===== src/rtl/spw_tcr_credit_pkg.sv =====
// SpaceWire flow-control credit manager: shared constants, state type
// and the widened grant check.
package spw_tcr_credit_pkg;

  localparam int MAX_CREDIT = 56;
  localparam int FCT_CREDIT = 8;
  localparam int CREDIT_W   = 6;
  localparam int FIFO_CNT_W = 7;

  typedef enum logic [1:0] {
    DISABLED,
    IDLE,
    FCT_PENDING,
    ERROR
  } state_e;

  // One more FCT is allowed if it stays within the credit limit and
  // the Rx FIFO can absorb everything we would then have promised.
  function automatic logic grant_ok(
    input logic [CREDIT_W-1:0]   rx_credit,
    input logic [FIFO_CNT_W-1:0] fifo_free
  );
    logic [CREDIT_W:0] need;
    need = {1'b0, rx_credit} + (CREDIT_W+1)'(FCT_CREDIT);
    return (need <= (CREDIT_W+1)'(MAX_CREDIT)) &&
           (fifo_free >= FIFO_CNT_W'(need));
  endfunction

endpackage


===== src/rtl/spw_tcr_credit_counter.sv =====
// One direction of credit: +FCT_CREDIT on inc8, -1 on dec1, with
// overflow/underflow flags describing the update requested this cycle.
module spw_tcr_credit_counter
  import spw_tcr_credit_pkg::*;
(
  input  logic                clk,
  input  logic                rst,
  input  logic                clr,
  input  logic                hold,
  input  logic                inc8,
  input  logic                dec1,
  output logic [CREDIT_W-1:0] count,
  output logic                overflow,
  output logic                underflow
);

  logic [CREDIT_W-1:0] count_q;
  logic [CREDIT_W-1:0] count_d;
  logic [CREDIT_W:0]   sum;

  always_comb begin
    sum = {1'b0, count_q};
    if (inc8) sum = sum + (CREDIT_W+1)'(FCT_CREDIT);
    if (dec1) sum = sum - (CREDIT_W+1)'(1);
    underflow = dec1 && !inc8 && (count_q == '0);
    overflow  = !underflow && (sum > (CREDIT_W+1)'(MAX_CREDIT));
    count_d   = count_q;
    if (clr)
      count_d = '0;
    else if (!hold && !underflow)
      count_d = sum[CREDIT_W-1:0];
  end

  always_ff @(posedge clk) begin
    if (rst) count_q <= '0;
    else     count_q <= count_d;
  end

  assign count = count_q;

endmodule


===== src/rtl/spw_tcr_credit_ctrl.sv =====
// Tx/Rx credit tracking, FCT request handshake and creditError
// generation for the SpaceWire link FSM.
module spw_tcr_credit_ctrl
  import spw_tcr_credit_pkg::*;
(
  input  logic                  CLOCK,
  input  logic                  RESET,
  input  logic                  enable,
  input  logic                  gotFCT,
  input  logic                  gotNChar,
  input  logic                  ncharSent,
  input  logic                  fctSent,
  input  logic [FIFO_CNT_W-1:0] rxFifoFree,
  output logic [CREDIT_W-1:0]   txCredit,
  output logic                  txCreditAvail,
  output logic [CREDIT_W-1:0]   rxCredit,
  output logic                  fctRequest,
  output logic                  creditError
);

  state_e state_q;
  state_e state_d;
  logic   active;
  logic   pending;
  logic   clr;
  logic   err_now;
  logic   tx_ovf;
  logic   tx_udf;
  logic   rx_ovf;
  logic   rx_udf;

  assign active  = (state_q == IDLE) || (state_q == FCT_PENDING);
  assign pending = (state_q == FCT_PENDING);
  assign clr     = !enable || (state_q == DISABLED);
  assign err_now = active && (tx_ovf || rx_ovf || rx_udf);

  // The offending event is not applied: both counters freeze on error.
  spw_tcr_credit_counter u_tx (
    .clk       (CLOCK),
    .rst       (RESET),
    .clr       (clr),
    .hold      (err_now),
    .inc8      (active && gotFCT),
    .dec1      (active && ncharSent),
    .count     (txCredit),
    .overflow  (tx_ovf),
    .underflow (tx_udf)
  );

  spw_tcr_credit_counter u_rx (
    .clk       (CLOCK),
    .rst       (RESET),
    .clr       (clr),
    .hold      (err_now),
    .inc8      (pending && fctSent),
    .dec1      (active && gotNChar),
    .count     (rxCredit),
    .overflow  (rx_ovf),
    .underflow (rx_udf)
  );

  always_comb begin
    state_d = state_q;
    unique case (state_q)
      DISABLED:    state_d = IDLE;
      IDLE: begin
        if (err_now)
          state_d = ERROR;
        else if (grant_ok(rxCredit, rxFifoFree))
          state_d = FCT_PENDING;
      end
      FCT_PENDING: begin
        if (err_now)      state_d = ERROR;
        else if (fctSent) state_d = IDLE;
      end
      ERROR:       state_d = ERROR;
      default:     state_d = DISABLED;
    endcase
    if (!enable) state_d = DISABLED;
  end

  always_ff @(posedge CLOCK) begin
    if (RESET) state_q <= DISABLED;
    else       state_q <= state_d;
  end

  assign txCreditAvail = (txCredit != '0);
  assign fctRequest    = pending;
  assign creditError   = (state_q == ERROR);

  a_tx_no_credit: assert property (
    @(posedge CLOCK) disable iff (RESET) !tx_udf);
  a_fct_sent_legal: assert property (
    @(posedge CLOCK) disable iff (RESET) fctSent |-> pending);

endmodule


===== config.mk =====
export PLATFORM = sky130hd
export DESIGN_NAME = spw_tcr_credit_ctrl
export DESIGN_NICKNAME = d
export VERILOG_FILES = /design/src/rtl/spw_tcr_credit_pkg.sv /design/src/rtl/spw_tcr_credit_counter.sv /design/src/rtl/spw_tcr_credit_ctrl.sv
export SDC_FILE = /design/constraint.sdc
export NUM_CORES = 1
export LEC_CHECK = 0
export BUFFER_PORTS_ARGS = -buffer_cell sky130_fd_sc_hd__buf_2
export CORE_AREA = 2 2 65 67
export CTS_BUF_LIST = sky130_fd_sc_hd__clkbuf_8
export CTS_CLUSTER_SIZE = 28
export DETAILED_ROUTE_END_ITERATION = 16
export DIE_AREA = 0 0 67 69
export HOLD_SLACK_MARGIN = 0.1
export PLACE_DENSITY_LB_ADDON = 0.1
export SLEW_MARGIN = 20
export SYNTH_ARGS = -nofsm -noshare
export SYNTH_HDL_FRONTEND = slang
export SYNTH_SLANG_ARGS = --single-unit

===== constraint.sdc =====
create_clock -name CLOCK -period 8.5 [get_ports CLOCK]
set_input_delay 0.85 -clock CLOCK [delete_from_list [all_inputs] [get_ports CLOCK]]
set_output_delay 0.85 -clock CLOCK [all_outputs]
set_load 0.005 [all_outputs]

# Word level (Yosys, flattened, before mapping)
# Index checks and enable logic that the tools add are counted.
op_classes:
  eq_ne: 5
  addsub: 4
  div_mod_pow: 0
  muxes: 9
  bitwise: 1
  n_lt_le_gt_ge: 4
  n_reduce_logical: 31
  multipliers: 0
  shift: 0
op_table:
  columns: ["op", "count"]
  rows:
  - ["two-way mux 7 bit", 4]
  - ["adder 6 x 4 -> 7 bit (second input constant)", 2]
  - ["greater-than comparator 7 x 6 -> 1 bit (second input constant)", 2]
  - ["logical AND 1 bit", 14]
  - ["subtractor 7 x 1 -> 7 bit (second input constant)", 2]
  - ["logical NOT 6 bit", 2]
  - ["two-way mux 2 bit", 4]
  - ["case mux 2 bit (4 select lines)", 1]
  - ["greater-or-equal comparator 7 bit", 1]
  - ["less-or-equal comparator 7 x 6 -> 1 bit (second input constant)", 1]
  - ["logical NOT 1 bit", 6]
  - ["nonzero test 6 bit", 1]
  - ["== test 2 bit (second input constant)", 2]
  - ["logical OR 1 bit", 4]
  - ["OR reduction 2 bit", 2]
  - ["inequality test 3 x 1 -> 1 bit (second input constant)", 1]
  - ["inequality test 3 x 2 -> 1 bit (second input constant)", 1]
  - ["== test 2 x 1 -> 1 bit (second input constant)", 1]
  - ["logical NOT 2 bit", 1]
  - ["AND reduction 2 bit", 1]
  - ["NOT 1 bit", 1]
word_totals:
  ff_bits: 14
  ramBits: 0
  word_cells: 57
  mem_count: 0
  input_bits: 14
  latchBits: 0
  rom_bits: 0
  output_inout_bits: 15

# Depth between registers and ports, before layout
# Gate-level depths: netlist of the first run.
depth:
  ltp_word: 13
  depth_mapped: 11
  mapped_depth_nobuf: 10

# Hierarchy
# Synthesis of the first run repeated with hierarchy kept, for this count alone.
hier_totals:
  hier_cells: 227
  hier_area_um2: 1741.7
by_module_without_submodules:
  columns: ["module", "seq_area_each_um2", "n_inst", "area_per_inst_um2", "cells_per_inst"]
  rows:
  - ["spw_tcr_credit_counter", 120.1, 2, 601.8, 81]
  - ["spw_tcr_credit_ctrl", 40.0, 1, 538.0, 65]

# Worst setup path after synthesis of the first run
# OpenSTA, ideal clock, no wires.
synth_timing:
  path_kind: "input-to-reg"
  startpoint: "in gotFCT"
  endpoint: "reg state_q[1]"
  slack_ps: 5360
  t_arrival_ps: 3021
  n_path_buf: 1
  stages: 8
  required_time_ps: 8380
  setup_ps: 120
  path_cell_list: "buf_2 > and3_1 > a2111oi_4 > mux2i_1 > o21ai_1 > a221oi_4 > mux2_2 > o31a_1"
synth_between:
  elab_chain_cells: 11
  word_cells_on_any_way: 19
  classes_between: "add/sub (1); order compare (1); eq/ne (2); mux (5); reduce/logical (10)"
synth_lines:
  columns: ["item", "line_no", "source"]
  rows:
  - ["start: declaration", "spw_tcr_credit_ctrl.sv:9", "input logic gotFCT,"]
  - ["logical AND 1 bit *", "spw_tcr_credit_ctrl.sv:43", ".inc8 (active && gotFCT),"]
  - ["two-way mux 7 bit or logical NOT 1 bit (tied branches)", "spw_tcr_credit_counter.sv:23, spw_tcr_credit_counter.sv:25", null]
  - ["subtractor 7 x 1 -> 7 bit or logical AND 1 bit (tied branches)", "spw_tcr_credit_counter.sv:24, spw_tcr_credit_counter.sv:25", null]
  - ["two-way mux 7 bit or logical AND 1 bit (tied branches)", "spw_tcr_credit_counter.sv:24, spw_tcr_credit_counter.sv:25", null]
  - ["greater-than comparator 7 x 6 -> 1 bit or logical NOT 1 bit (tied branches)", "spw_tcr_credit_counter.sv:26", "overflow = !underflow && (sum > (CREDIT_W+1)'(MAX_CREDIT));"]
  - ["logical AND 1 bit *", "spw_tcr_credit_counter.sv:26", null]
  - ["logical OR 1 bit * (2 in series)", "spw_tcr_credit_ctrl.sv:35", "assign err_now = active && (tx_ovf || rx_ovf || rx_udf);"]
  - ["logical AND 1 bit *", "spw_tcr_credit_ctrl.sv:35", null]
  - ["two-way mux 2 bit, or another cell as far along", "spw_tcr_credit_ctrl.sv:73", "if (err_now) state_d = ERROR;"]
  - ["case mux 2 bit (4 select lines) or AND reduction 2 bit (tied branches)", null, null]
  - ["end signal: assignment", "spw_tcr_credit_ctrl.sv:84", "else state_q <= state_d;"]
  - ["end: declaration", "spw_tcr_credit_ctrl.sv:21", "state_e state_q;"]
# Mark *: on every way between the ends. The rest lies on a longest branch, timed or not.
# A chain may end at the register's enable or synchronous reset.

# Worst setup path after layout of the first run
layout_timing:
  startpoint: "reg state_q[1]"
  endpoint: "reg state_q[1]"
layout_between:
  elab_chain_cells: 13
  word_cells_on_any_way: 36
  classes_between: "add/sub (2); order compare (2); eq/ne (5); mux (7); reduce/logical (20)"
layout_lines:
  columns: ["item", "line_no", "source"]
  rows:
  - ["== test 2 x 1 -> 1 bit or == test 2 bit (tied branches)", "spw_tcr_credit_ctrl.sv:32, spw_tcr_credit_ctrl.sv:64, spw_tcr_credit_ctrl.sv:33", null]
  - ["logical OR 1 bit", "spw_tcr_credit_ctrl.sv:32", "assign active = (state_q == IDLE) || (state_q == FCT_PENDING);"]
  - ["logical AND 1 bit", "spw_tcr_credit_ctrl.sv:43", null]
  - ["two-way mux 7 bit or logical NOT 1 bit (tied branches)", "spw_tcr_credit_counter.sv:23, spw_tcr_credit_counter.sv:25", null]
  - ["subtractor 7 x 1 -> 7 bit or logical AND 1 bit (tied branches)", "spw_tcr_credit_counter.sv:24, spw_tcr_credit_counter.sv:25", null]
  - ["two-way mux 7 bit or logical AND 1 bit (tied branches)", "spw_tcr_credit_counter.sv:24, spw_tcr_credit_counter.sv:25", null]
  - ["greater-than comparator 7 x 6 -> 1 bit or logical NOT 1 bit (tied branches)", "spw_tcr_credit_counter.sv:26", null]
  - ["logical AND 1 bit", "spw_tcr_credit_counter.sv:26", null]
  - ["logical OR 1 bit (2 in series)", "spw_tcr_credit_ctrl.sv:35", null]
  - ["logical AND 1 bit", "spw_tcr_credit_ctrl.sv:35", null]
  - ["two-way mux 2 bit, or another cell as far along", "spw_tcr_credit_ctrl.sv:73", null]
  - ["case mux 2 bit (4 select lines) or AND reduction 2 bit (tied branches)", null, null]
# Parallel ways exist; a longest one is shown, timed or not.

==> results of run 1 <==
logic make-up after synthesis:
| kind of cell | share of synthesized area |
|---|---|
| adders and majority gates | 0.150 |
| xor gates and xnor gates | 0.114 |
| and+or+nand+nor | 0.234 |
| muxes | 0.0698 |
| DFF | 0.186 |
| AOI/OAI and AO/OA | 0.189 |
| buffers and inverters | 0.0574 |
area by class of cell:
cell class,count,area (µm²)
inverters,13,48.8
flip-flops and latches,14,280
clock buffers,4,55.1
multi-input cells,150,1140
repair buffers,28,140
fillers,416,2190
well taps,50,62.6
worst min-delay path, delay by kind of cell (launching register included):
family	cells	cell delay, ns
DFF	1	0.33
and+or+nand+nor	1	0.11
AOI/OAI and AO/OA	1	0.05
per-layer routing:
layer / share of wire / track usage / routed length [µm]
met1: 0.50 / 0.247 / 1810
met2: 0.45 / 0.271 / 1630
met3: 0.043 / 0.0343 / 156
met4: 0.0080 / 0.0340 / 29
met5: 0 / 0 / 0
metrics by stage:
stage | hold slack, ns | util | setup slack (ns) | area, µm²
floorplan | 0.506 | - | 5.36 | 1510
CTS | 0.548 | 0.441 | 5.03 | 1730
detailed placement | 0.539 | 0.427 | 5.06 | 1670
global route | 0.579 | 0.441 | 4.80 | 1730
finish | 0.536 | 0.441 | 5.04 | 1730
global placement | 0.514 | 0.427 | 5.21 | 1670
worst max-delay path by stage:
stage                            startpoint                 endpoint  slack (ns)  depth (start not counted)
floorplan                            gotFCT  state_q[1]$_SDFFE_PP0P_        5.36                          8
global placement    state_q[1]$_SDFFE_PP0P_  state_q[1]$_SDFFE_PP0P_        5.21                          9
detailed placement  state_q[1]$_SDFFE_PP0P_  state_q[1]$_SDFFE_PP0P_        5.06                          9
CTS                 state_q[1]$_SDFFE_PP0P_  state_q[1]$_SDFFE_PP0P_        5.03                          9
global route        state_q[1]$_SDFFE_PP0P_  state_q[1]$_SDFFE_PP0P_        4.80                          9
finish              state_q[1]$_SDFFE_PP0P_  state_q[1]$_SDFFE_PP0P_        5.04                          9
cell usage in the layout (no fill, tap or decap), drive strengths merged, types with 2 or more instances in the layout:
master,synthesis,layout
buf,5,28
nand2,20,20
ha,18,18
dfxtp,14,14
inv,13,13
nand3,12,12
nor2,12,12
xnor2,12,12
mux2i,6,6
o21ai,6,6
xor2,5,5
or3,5,5
a211oi,5,5
a21oi,4,4
mux2,4,4
and3,4,4
clkbuf,2,4
nor2b,3,3
nor3,3,3
nor4,2,2
o22ai,2,2
nand4,2,2
a31oi,2,2
nand3b,2,2
a41o,2,2
nand2b,2,2
a21o,2,2
report_power, final:
part / internal, mW / switching, mW
Combinational: 0.0186 / 0.0237
Clock: 0.0411 / 0.0249
Sequential: 0.0667 / 0.00162
sequential cells by signal (all words and copies together) (netlist names):
name,count
u_rx.count,6
state_q,2
u_tx.count,6
==> flow_metrics.env, run 1 <==
export IMPL_fmax_mhz=289
export IMPL_hpwl_mm=2.87
export IMPL_die_h_um=69
export IMPL_finalSetupViolCount=0
export IMPL_crit_type="register to register"
export IMPL_critPathRequiredTime_ns=8.63
export IMPL_setup_tns_ns=0
export IMPL_total_power_mw=0.177
export IMPL_cts_max_level=1
export IMPL_synthArstFlopShare=0
export IMPL_coreArea_um2=3910
export IMPL_ys_flop_type="dfxtp_1"
export IMPL_vdd_drop_max_v=0.0000710
export IMPL_dr_pass1_iters=4
export IMPL_r2r_end="state_q[1]$_SDFFE_PP0P_"
export IMPL_port_buffers=28
export IMPL_ant_nets=0
export IMPL_die_w_um=67
export IMPL_crit_fanout=14
export IMPL_yosys_register_bits=14
export IMPL_nNetsFinal=242
export IMPL_rsz0062_at_grt="no"
export IMPL_post_cts_resized=0
export IMPL_drt_wirelength_per_cell_um=14.0
export IMPL_max_cap_violations=0
export IMPL_syn_nets=216
export IMPL_tightest_slew_ns=0.508
export IMPL_final_cell_count_no_fill=259
export IMPL_placed_cells=255
export IMPL_fin_skew_ns=0.00552
export IMPL_vias=1384
export IMPL_power_density_nw_per_um2=102
export IMPL_initialDrtViolationCount=54
export IMPL_drc=0
export IMPL_synth_cells=184
export IMPL_wl_mm=3.62
export IMPL_cts_tree="built"
export IMPL_rrSetupSlack_ns=5.04
export IMPL_postCtsSetupBuffers=0
export IMPL_cts_hold_buf=0
export IMPL_crit_family="compound AO/OA/AOI/OAI gates"
export IMPL_min_period_ns=3.46
export IMPL_clockBufferDepth=2
export IMPL_start_util=0.385
export IMPL_hold_depth=2
export IMPL_insertion_delay_ns=0.25
export IMPL_io_pins=29
export IMPL_cts_buffers=3
export IMPL_path_cells="inv_1 -> ha_1 -> nand2_1 -> a2111oi_4 -> mux2i_1 -> o21ai_1 -> a221oi_4 -> mux2_2 -> o31a_1"
export IMPL_hp_start="u_rx.count[1]$_SDFFE_PP0P_"
export IMPL_timing_hold_violations_final=0
export IMPL_drive_gt1_frac=0.191
export IMPL_syn_avg_cell_area_um2=8.18
export IMPL_gp_congestion=0.819
export IMPL_grt_max_degree=15
export IMPL_r2r_cells=9
export IMPL_cts_reportedPaths_clkPinSlew_ns=0.06
export IMPL_ys_top_cells_by_count="nand2_1 (20), ha_1 (18), dfxtp_1 (14)"
export IMPL_cp_buffers_inverters=1
export IMPL_grt_pass1_vias=1358
export IMPL_grt_overflow=0
export IMPL_cp_end_kind="register"
export IMPL_p_leak_nw=0.761
export IMPL_status="finished, final reports clean"
export IMPL_slew_violations=0
export IMPL_synth_top_cell_by_area="dfxtp_1"
export IMPL_yosys_warnings=0
export IMPL_start_kind="register"
export IMPL_hold_path_class="register to register"
export IMPL_max_slew_margin=0.661
export IMPL_antenna_found_initial=0
export IMPL_synth_area_leaders="dfxtp_1 (19%), ha_1 (15%), xnor2_1 (7.0%)"
export IMPL_dieArea_um2=4620
export IMPL_syn_area_um2=1510
export IMPL_track_usage=0.174
export IMPL_slowest_delay_ns=0.58
export IMPL_ys_types=47
export IMPL_vias_per_cell=5.34
export IMPL_synth_edff_count=0
export IMPL_cts_root_buffer="clkbuf_8"
export IMPL_synth_top_cell_area_share=0.186
export IMPL_grt_pass1_wl_mm=6.42
export IMPL_syn_to_final_growth_pct=14.6
export IMPL_cts_sinks=14
export IMPL_crit_slowest_cell="ha_1"
export IMPL_whs_endpoint="u_rx.count[1]$_SDFFE_PP0P_"
export IMPL_cp_arrival_ns=3.59
export IMPL_row_count=23
export IMPL_yosysMostFrequentCell="nand2_1"
export IMPL_synth_seq_area_share=0.186
export IMPL_r2r_start="state_q[1]$_SDFFE_PP0P_"
export IMPL_antenna_cells=0
export IMPL_period_share=0.407
Power figures use the tool's default switching activity.
==> inputs of run 2 (changes only) <==
Settings changed: ABC_AREA set to 1.
Clock period 8.5 ns to 3.13 ns, I/O delays scaled along.
==> flow_metrics.env, run 2 <==
export IMPL_grtUsageMet2=0.281
export IMPL_hold_path_class="input pin to register"
export IMPL_track_usage=0.163
export IMPL_setup_tns_ns=0
export IMPL_coreArea_um2=3910
export IMPL_min_period_ns=2.75
export IMPL_port_buffers=28
export IMPL_cts_buffers=3
export IMPL_vdd_drop_max_v=0.0000946
export IMPL_syn_avg_cell_area_um2=5.92
export IMPL_grt_pass1_wl_mm=6.13
export IMPL_dieArea_um2=4620
export IMPL_drc=0
export IMPL_initialDrtViolationCount=58
export IMPL_timing_hold_violations_final=0
export IMPL_start_kind="register"
export IMPL_cts_tree="built"
export IMPL_cts_root_buffer="clkbuf_8"
export IMPL_ys_types=25
export IMPL_grt_pass1_vias=1482
export IMPL_gr_usage_met1=0.203
export IMPL_insertion_delay_ns=0.24
export IMPL_grt_max_degree=16
export IMPL_finalSetupViolCount=0
export IMPL_vias_per_cell=4.64
export IMPL_status="finished, final reports clean"
export IMPL_met3_usage=0.0131
export IMPL_antenna_found_initial=0
export IMPL_synth_cells=252
export IMPL_antenna_cells=0
export IMPL_ys_top_cells_by_count="nand2_1 (67), nor2_1 (42), inv_1 (38)"
export IMPL_ys_flop_type="dfxtp_1"
export IMPL_synth_top_cell_area_share=0.188
export IMPL_final_cell_mix="nand2_1 (67), nor2_1 (42), inv_1 (38)"
export IMPL_synth_edff_count=0
export IMPL_start_util=0.381
export IMPL_cts_sinks=14
export IMPL_cts_reportedPaths_clkPinSlew_ns=0.06
export IMPL_row_count=23
export IMPL_syn_to_final_growth_pct=16.2
export IMPL_crit_type="register to register"
export IMPL_die_w_um=67
export IMPL_p_leak_nw=0.955
export IMPL_grt_overflow=0
export IMPL_period_share=0.877
export IMPL_ant_nets=0
export IMPL_tightest_slew_ns=0.582
export IMPL_syn_area_um2=1490
export IMPL_synthArstFlopShare=0
export IMPL_cp_arrival_ns=2.88
export IMPL_io_pins=29
export IMPL_slew_violations=0
export IMPL_nNetsFinal=315
export IMPL_vias=1541
export IMPL_grt_busiest_layer="met2"
export IMPL_die_h_um=69
export IMPL_hpwl_mm=2.79
export IMPL_drt_wirelength_per_cell_um=10.2
export IMPL_max_slew_margin=0.611
export IMPL_clockBufferDepth=2
export IMPL_fin_skew_ns=0.00222
export IMPL_fmax_mhz=364
export IMPL_synth_area_leaders="dfxtp_1 (19%), nand2_1 (17%), ha_1 (15%)"
export IMPL_dr_pass1_iters=4
export IMPL_drive_gt1_frac=0.160
export IMPL_timing_hold_ws_ns=0.347
export IMPL_synth_top_cell_by_area="dfxtp_1"
export IMPL_placed_cells=328
export IMPL_final_cell_count_no_fill=332
export IMPL_power_density_nw_per_um2=285
export IMPL_syn_nets=284
export IMPL_cp_end_kind="register"
export IMPL_wl_mm=3.39
export IMPL_critPathRequiredTime_ns=3.26
export IMPL_rsz0062_at_grt="no"
export IMPL_layout_commonest_cell="nand2_1"
export IMPL_crit_fanout=15
export IMPL_yosys_warnings=0
export IMPL_gp_congestion=0.751
export IMPL_yosys_register_bits=14
export IMPL_yosysMostFrequentCell="nand2_1"
export IMPL_cts_max_level=1
export IMPL_synth_seq_area_share=0.188
export IMPL_max_cap_violations=0
-- run 2: area by class of cell --
| type | count | area, µm² |
|---|---|---|
| fill | 446 | 2180 |
| inverter | 40 | 151 |
| sequential | 14 | 280 |
| timing repair buffer | 29 | 148 |
| tap | 50 | 62.6 |
| clock buffer | 4 | 55.1 |
| multi-input combinational | 195 | 1040 |
-- run 2: critical path, cell delays in order, from the launching register on --
cell	delay, ns
dfxtp_1	0.38
inv_1	0.11
ha_2	0.54
nand2_2	0.16
inv_2	0.09
nand4_1	0.11
nor2_1	0.15
nor2_1	0.06
nor2_1	0.12
nor2_1	0.05
nor2_1	0.13
nand2_2	0.10
nand2_2	0.21
nand2_1	0.17
o21ai_0	0.19
nor2_1	0.06
-- run 2: layer usage --
metal | share of wire | up-vias
met4 | 0.016 | 0
met3 | 0.029 | 4
met5 | 0 | -
met1 | 0.47 | 655
met2 | 0.48 | 21
li1 | - | 861
-- run 2: kinds of logic after synthesis --
group	count (synthesis)	share of synthesized area
AOI/OAI and AO/OA	28	0.106
xor gates and xnor gates	1	0.00587
adders and majority gates	18	0.151
buffers and inverters	43	0.119
DFF	14	0.188
and+or+nand+nor	148	0.430
-- run 2: what timing repair did --
action                     in CTS  in global routing
hold buffers                    0                  0
setup buffers                   0                  0
resized for setup               0                  1
setup endpoints to repair       0                  8
-- run 2: where the power goes --
| group | internal (mW) | switching (mW) |
|---|---|---|
| Sequential | 0.182 | 0.00512 |
| Clock | 0.111 | 0.0632 |
| Combinational | 0.0498 | 0.0831 |
-- run 2: final timing paths --
path	start	endpoint	slack, ns	cells past startpoint
min reg2reg	u_tx.count[1]$_SDFFE_PP0P_	u_tx.count[1]$_SDFFE_PP0P_	0.53	2
max reg2reg	state_q[1]$_SDFFE_PP0P_	u_tx.count[3]$_SDFFE_PP0P_	0.38	15
min	RESET	state_q[1]$_SDFFE_PP0P_	0.35	4
max	state_q[1]$_SDFFE_PP0P_	u_tx.count[3]$_SDFFE_PP0P_	0.38	15
-- run 2: per-stage QoR --
step	cell area, µm²	power [mW]	utilization	worst slack (ns)
finish	1730	0.495	0.443	0.383
global route	1730	0.536	0.443	0.0426
CTS	1730	0.502	0.442	0.194
detailed placement	1680	0.325	0.428	0.200
global placement	1680	0.325	0.428	0.246
floorplan	1490	0.292	-	1.03
